==> src/rtl/fixed_dwn_argmax.sv <==
// Sequential argmax over the per-class popcounts from the DWN group-sum stage.
// Scans one lane per cycle; ties keep the lowest index, matching software argmax.
module fixed_dwn_argmax #(
  parameter int NUM_GROUPS  = 10,
  parameter int COUNT_WIDTH = 4,
  parameter int IDX_WIDTH   = (NUM_GROUPS > 1) ? $clog2(NUM_GROUPS) : 1
) (
  input  logic                   clk,
  input  logic                   rst_n,
  input  logic [COUNT_WIDTH-1:0] data_in_0 [0:NUM_GROUPS-1],
  input  logic                   data_in_0_valid,
  output logic                   data_in_0_ready,
  output logic [IDX_WIDTH-1:0]   data_out_0,
  output logic [COUNT_WIDTH-1:0] data_out_0_max,
  output logic                   data_out_0_valid,
  input  logic                   data_out_0_ready
);

  typedef enum logic [1:0] {
    IDLE = 2'd0,
    SCAN = 2'd1,
    DONE = 2'd2
  } state_t;

  localparam logic [IDX_WIDTH-1:0] LAST_IDX  = IDX_WIDTH'(NUM_GROUPS - 1);
  localparam logic [IDX_WIDTH-1:0] FIRST_PTR = (NUM_GROUPS > 1) ? IDX_WIDTH'(1) : IDX_WIDTH'(0);

  state_t                 state_reg;
  state_t                 state_next;
  logic [COUNT_WIDTH-1:0] lane_reg [0:NUM_GROUPS-1];
  logic [IDX_WIDTH-1:0]   ptr_reg;
  logic [IDX_WIDTH-1:0]   best_idx_reg;
  logic [COUNT_WIDTH-1:0] best_val_reg;
  logic [IDX_WIDTH-1:0]   out_idx_reg;
  logic [COUNT_WIDTH-1:0] out_max_reg;

  logic                   load;
  logic                   last;
  logic                   better;
  logic [NUM_GROUPS-1:0]  lane_sel;
  logic [COUNT_WIDTH-1:0] cur_val;

  assign load = (state_reg == IDLE) && data_in_0_valid;
  assign last = (ptr_reg == LAST_IDX);

  // One-hot lane select keeps the mux free of out-of-range indexing.
  for (genvar gi = 0; gi < NUM_GROUPS; gi++) begin : g_sel
    assign lane_sel[gi] = (ptr_reg == IDX_WIDTH'(gi));
  end

  always_comb begin
    cur_val = '0;
    for (int i = 0; i < NUM_GROUPS; i++) begin
      if (lane_sel[i]) cur_val = lane_reg[i];
    end
  end

  // Strict compare: an equal count never displaces an earlier index.
  assign better = (cur_val > best_val_reg);

  always_ff @(posedge clk) begin
    if (load) begin
      for (int i = 0; i < NUM_GROUPS; i++) lane_reg[i] <= data_in_0[i];
    end
  end

  always_ff @(posedge clk or negedge rst_n) begin
    if (!rst_n) state_reg <= IDLE;
    else        state_reg <= state_next;
  end

  always_comb begin
    state_next       = state_reg;
    data_in_0_ready  = 1'b0;
    data_out_0_valid = 1'b0;
    case (state_reg)
      IDLE: begin
        data_in_0_ready = 1'b1;
        if (data_in_0_valid) state_next = (NUM_GROUPS == 1) ? DONE : SCAN;
      end
      SCAN: begin
        if (last) state_next = DONE;
      end
      DONE: begin
        data_out_0_valid = 1'b1;
        if (data_out_0_ready) state_next = IDLE;
      end
      default: state_next = IDLE;
    endcase
  end

  // Result registers only change when a scan completes, so they stay stable in DONE.
  always_ff @(posedge clk or negedge rst_n) begin
    if (!rst_n) begin
      ptr_reg      <= '0;
      best_idx_reg <= '0;
      best_val_reg <= '0;
      out_idx_reg  <= '0;
      out_max_reg  <= '0;
    end else begin
      case (state_reg)
        IDLE: begin
          if (data_in_0_valid) begin
            best_val_reg <= data_in_0[0];
            best_idx_reg <= '0;
            ptr_reg      <= FIRST_PTR;
            if (NUM_GROUPS == 1) begin
              out_idx_reg <= '0;
              out_max_reg <= data_in_0[0];
            end
          end
        end
        SCAN: begin
          if (better) begin
            best_val_reg <= cur_val;
            best_idx_reg <= ptr_reg;
          end
          if (last) begin
            out_idx_reg <= better ? ptr_reg : best_idx_reg;
            out_max_reg <= better ? cur_val : best_val_reg;
          end else begin
            ptr_reg <= ptr_reg + IDX_WIDTH'(1);
          end
        end
        default: ;
      endcase
    end
  end

  assign data_out_0     = out_idx_reg;
  assign data_out_0_max = out_max_reg;

endmodule

==> config.mk <==
export PLATFORM = sky130hd
export DESIGN_NAME = fixed_dwn_argmax
export DESIGN_NICKNAME = d
export VERILOG_FILES = /design/src/rtl/fixed_dwn_argmax.sv
export SDC_FILE = /design/constraint.sdc
export NUM_CORES = 1
export LEC_CHECK = 0
export BUFFER_PORTS_ARGS = -buffer_cell sky130_fd_sc_hd__buf_4
export CORE_ASPECT_RATIO = 1.2
export CORE_MARGIN = 2
export CORE_UTILIZATION = 45
export DETAILED_ROUTE_END_ITERATION = 10
export GPL_TIMING_DRIVEN = 0
export PLACE_DENSITY = 0.7
export SETUP_SLACK_MARGIN = 0.2
export SYNTH_ARGS = -nofsm -noshare
export SYNTH_HDL_FRONTEND = slang
export SYNTH_SLANG_ARGS = --single-unit
==> constraint.sdc <==
create_clock -name clk -period 3.8 [get_ports clk]
set_input_delay 0.76 -clock clk [delete_from_list [all_inputs] [get_ports clk]]
set_output_delay 0.76 -clock clk [all_outputs]
set_load 0.05 [all_outputs]
# Word-level counts from Yosys, hierarchy flattened
# Memory sizes are Yosys's and may differ from the RTL's.
# Cells that the tools add are included.
# word_totals
input_bits,44
register_bits,22
ramBits,40
mem_count,1
elab_cells,59
out_inout_bits,10
# op_classes
eq_ne,15
magnitude_cmp,1
add_sub_neg,1
n_mux,27
reduce_logical,8
# memory_table
name,depth,width,read_ports,rd_clocked_by_memory_dff,wr,line,rtl
lane_reg,10,4,10,0,10,30,logic [COUNT_WIDTH-1:0] lane_reg [0:NUM_GROUPS-1];
# op_table
cell,n
$mux W4,16
$pmux W4 S2,3
$eq A4 B3 Y1 const B,4
$eq A4 B2 Y1 const B,2
$eq A4 B4 Y1 const B,2
$ne A2 B2 Y1 const B,4
$mux W2,3
$pmux W2 S3,1
$reduce_and A3 Y1,2
$add A4 B1 Y4 const B,1
$eq A4 B1 Y1 const B,1
$gt A4 B4 Y1,1
$logic_not A4 Y1,1
$mux W1,4
$reduce_and A2 Y1,2
$eq A2 B1 Y1 const B,1
$eq A2 B2 Y1 const B,1
$logic_not A2 Y1,1
$reduce_bool A2 Y1,1
$logic_and A1 B1 Y1,1

# Longest topological paths before layout
# logic_depth
word_depth,14
ltp_mapped,15

# Least setup slack after synthesis
# Ideal clock, no wire load.
# synth_timing
path_kind,register -> register
startpoint,register ptr_reg[0]
endpoint,register best_val_reg[3]
slack_ns,0.751
arrival_time_ns,2.923
path_stages_with_launch,15
path_cell_list,dfrtp_1 > inv_1 > ha_1 > buf_2 > nor2b_1 > nor4_1 > o31ai_1 > nand2_1 > ha_1 > and2_1 > o21ai_0 > a221oi_2 > buf_2 > nand3_1 > o311a_1
# synth_between
elab_chain_cells,14
elab_cells_between_ends,23
cone_classes,order compare: 1; eq/ne: 9; mux: 12; reduce/logical: 1
# synth_rtl
item,line,rtl
"start, declared",31,logic [IDX_WIDTH-1:0] ptr_reg;
"start signal, assigned",122,ptr_reg <= ptr_reg + IDX_WIDTH'(1);
$logic_not A4 Y1,48,assign lane_sel[gi] = (ptr_reg == IDX_WIDTH'(gi));
$mux W4 (9 in a row),54,if (lane_sel[i]) cur_val = lane_reg[i];
$mux W4 *,54,
$gt A4 B4 Y1,59,assign better = (cur_val > best_val_reg);
$mux W4 *,114,if (better) begin
$pmux W4 S2 *,101,case (state_reg)
"end signal, assigned",104,best_val_reg <= data_in_0[0];
"end signal, assigned",115,best_val_reg <= cur_val;
"end, declared",33,logic [COUNT_WIDTH-1:0] best_val_reg;
# Every way passes the cells marked *; elsewhere a longest branch is shown, timed or not.
# A chain may end at the register's enable or synchronous reset.

# Worst setup path in the final report
# layout_timing
startpoint,register ptr_reg[0]
endpoint,register best_val_reg[1]
# The elaborated chain is that of the path after synthesis.

==> impl_metrics.py <==
metrics = {
    "run_status": {
        "outcome": "finished clean",
    },
    "die": {
        "rows": 32,
        "core_region_area_um2": 6370,
        "design.portCount": 54,
        "die_height_um": 92.5,
        "dieArea_um2": 7190,
        "start_util_pct": 46.1,
        "die_x_um": 77.7,
    },
    "global_routing": {
        "grt_pass1_wl_um": 10400,
        "grtUsageTotal_pct": 18.9,
        "overflow": 0,
        "grt_start_max_net_pins": 47,
        "grt_pass1_vias": 2181,
        "antenna_found_initial": 0,
    },
    "final_layout": {
        "seqCellArea_um2": 1750,
        "layout.nets": 371,
        "largest_register_ffs": 40,
        "drive_gt1_share_pct": 29.0,
        "fill_cells": 526,
        "finalInstanceArea_um2": 3690,
        "multi_input_area_um2": 1070,
        "area_growth_pct": 25.7,
        "diodes": 0,
    },
    "drt": {
        "via_per_inst": 5.29,
        "wire_per_inst_um": 14.9,
        "ant_nets": 0,
        "drc": 0,
        "dr.pass1.iters": 4,
        "vias": 2164,
        "drt_iter0_drc": 129,
        "drt_wl_total_um": 6110,
    },
    "synth": {
        "synthCells": 253,
        "synthTopCellsByArea": "edfxtp_1, dfrtp_1, nand2_1, ha_1, o21ai_0",
        "synth.most_common_cell": "edfxtp_1",
        "synth_top_area_cell": "edfxtp_1",
        "dominantRegCellSynth": "edfxtp_1",
        "ys_warn_count": 0,
        "syn-num-nets": 305,
        "ys_seq_area_share_pct": 59.7,
        "synth_common_cells": "edfxtp_1, nand2_1, dfrtp_1, o21ai_0, a21oi_1",
        "synth-edff-count": 40,
        "synth.avg_cell_area_um2": 11.6,
        "synth_top_area_share_pct": 40.9,
        "synth_area_um2": 2940,
        "async_flop_share_pct": 35.5,
        "ys_ff_latch": 62,
        "synth.distinct_cells": 48,
    },
    "timing": {
        "max_slew_margin_pct": 38.1,
        "slew_viol_final": 0,
        "finalSetupViolCount": 0,
        "period_share_pct": 87.9,
        "fmax_mhz": 299,
        "tns_ns": 0,
        "grt_setup_unrepaired": "false",
        "fin_crit_ns": 3.34,
        "finClkSkew_ns": 0.00933,
        "hold_viol_final": 0,
        "worst_pin_slew_ns": 0.929,
    },
    "clock_tree": {
        "cts_buffers": 9,
        "cts_tree": "yes",
        "cts.sinks": 62,
        "hold_buffers": 0,
        "clk_latency_ns": 0.33,
        "cts_root_buffer": "clkbuf_8",
        "cts_buffer_depth": 2,
        "path_clk_slew_ns": 0.07,
        "htreeDepth": 3,
    },
    "placement": {
        "dp_hpwl_um": 4410,
        "place_congestion": 0.900,
        "port_buffers": 53,
        "dpl_cell_area_um2": 3440,
    },
    "setup_path": {
        "crit_path_end_kind": "flop",
        "regToRegStartpoint": "ptr_reg[0]$_DFFE_PN0P_",
        "start_kind": "flop",
        "cp_max_fo": 10,
        "worstPathCellList": "inv_1 > ha_2 > clkbuf_4 > nor2b_1 > nor4_1 > o31ai_1 > nand2_1 > ha_1 > and2_1 > o21ai_1 > a221oi_2 > buf_4 > nor3_1 > a221o_1",
        "cp.buffers_inverters": 3,
        "slowest_delay_ns": 0.47,
        "path_depth": 14,
        "reg2regPathDepth": 14,
        "startpoint": "ptr_reg[0]$_DFFE_PN0P_",
        "crit_family": "compound AO/OA/AOI/OAI gates",
        "crit_slowest_cell": "dfrtp_2",
        "critPathKind": "flop to flop",
        "cp_data_required_time_ns": 4.02,
        "arrival_ns": 3.56,
    },
    "worst_hold_path": {
        "hold_path.class": "primary input to asynchronous set/reset pin",
    },
    "job": {
        "maxCapViolCount": 0,
    },
    "power_and_ir_drop": {
        "finalPower_w": 0.00344,
        "leakagePower_nw": 1.53,
        "vdd.ir_drop.worst_mv": 0.363,
        "power.density_nw_per_um2": 931,
    },
}
==> logic make-up (layout without fill, tap and decap cells) <==
kind of cell,after synthesis,count (layout),synth area share [%]
XOR/XNOR,2,2,0.597
multiplexers,9,9,3.24
buffers and inverters,25,96,3.96
adder cells (fa/ha/maj),8,8,3.41
AO/OA/AOI/OAI,63,63,14.3
AND/OR/NAND/NOR,84,84,14.8
flip-flops,62,62,59.7
==> stage by stage <==
stage          std cells  hold slack (ns)  setup slack (ns)  utilization (%)
3_5_place_dp         391            0.480             0.230             54.0
5_1_grt              409            0.304             0.256             58.0
6_report             409            0.302             0.459             58.0
3_3_place_gp         391            0.463             0.260             54.0
4_1_cts              409            0.295             0.259             57.6
2_1_floorplan        253            0.464             0.751                -
==> placed cells by master (no fill, tap or decap), types with 4 or more instances in the layout <==
cell type / count
nand3b_1: 7
a21oi_1: 15
inv_1: 11
nand2_1: 32
clkbuf_8: 11
buf_2: 4
nor2_1: 8
ha_1: 6
edfxtp_1: 40
dfrtp_1: 20
nor2b_1: 11
nand2b_1: 4
mux2i_1: 8
o21ai_0: 17
nand3_1: 6
buf_4: 58
==> area by class of cell <==
cell class / count / area share [%]
clock inverters: 2 / 0.271
well taps: 85 / 2.88
multi-input cells: 166 / 29.1
clock buffers: 14 / 5.56
inverters: 12 / 1.22
plain buffers: 13 / 2.31
repair buffers: 55 / 11.2
flip-flops and latches: 62 / 47.5
==> report_power, final <==
| group | switching (W) | leakage [nW] | internal, W |
|---|---|---|---|
| sequential | 0.000101 | 0.638 | 0.000891 |
| clock | 0.000244 | 0.113 | 0.000350 |
| combinational | 0.00105 | 0.779 | 0.000805 |
==> final timing paths <==
path,slack [ns],endpoint
worst max register to register,0.46,best_val_reg[1]$_DFFE_PN0P_
worst min register to register,0.49,data_out_0[3]$_DFFE_PN0P_
min in group clk,0.49,data_out_0[3]$_DFFE_PN0P_
max in group asynchronous,3.26,ptr_reg[1]$_DFFE_PN0P_
worst max-delay path,0.46,best_val_reg[1]$_DFFE_PN0P_
worst min-delay path,0.30,data_out_0_max[2]$_DFFE_PN0P_
==> metal layers <==
layer	global-route usage, %	wire length (um)	up-vias
met4	7.44	90	0
met1	24.2	2650	1009
met2	30.2	2950	89
met3	5.46	420	7
met5	0	0	-
li1	-	-	1059
==> repair_timing <==
action,CTS,global route
resized for setup,0,14
pin swaps,1,2
setup buffers,2,0
setup endpoints to repair,1,16
(Power assumes the default switching activity.)
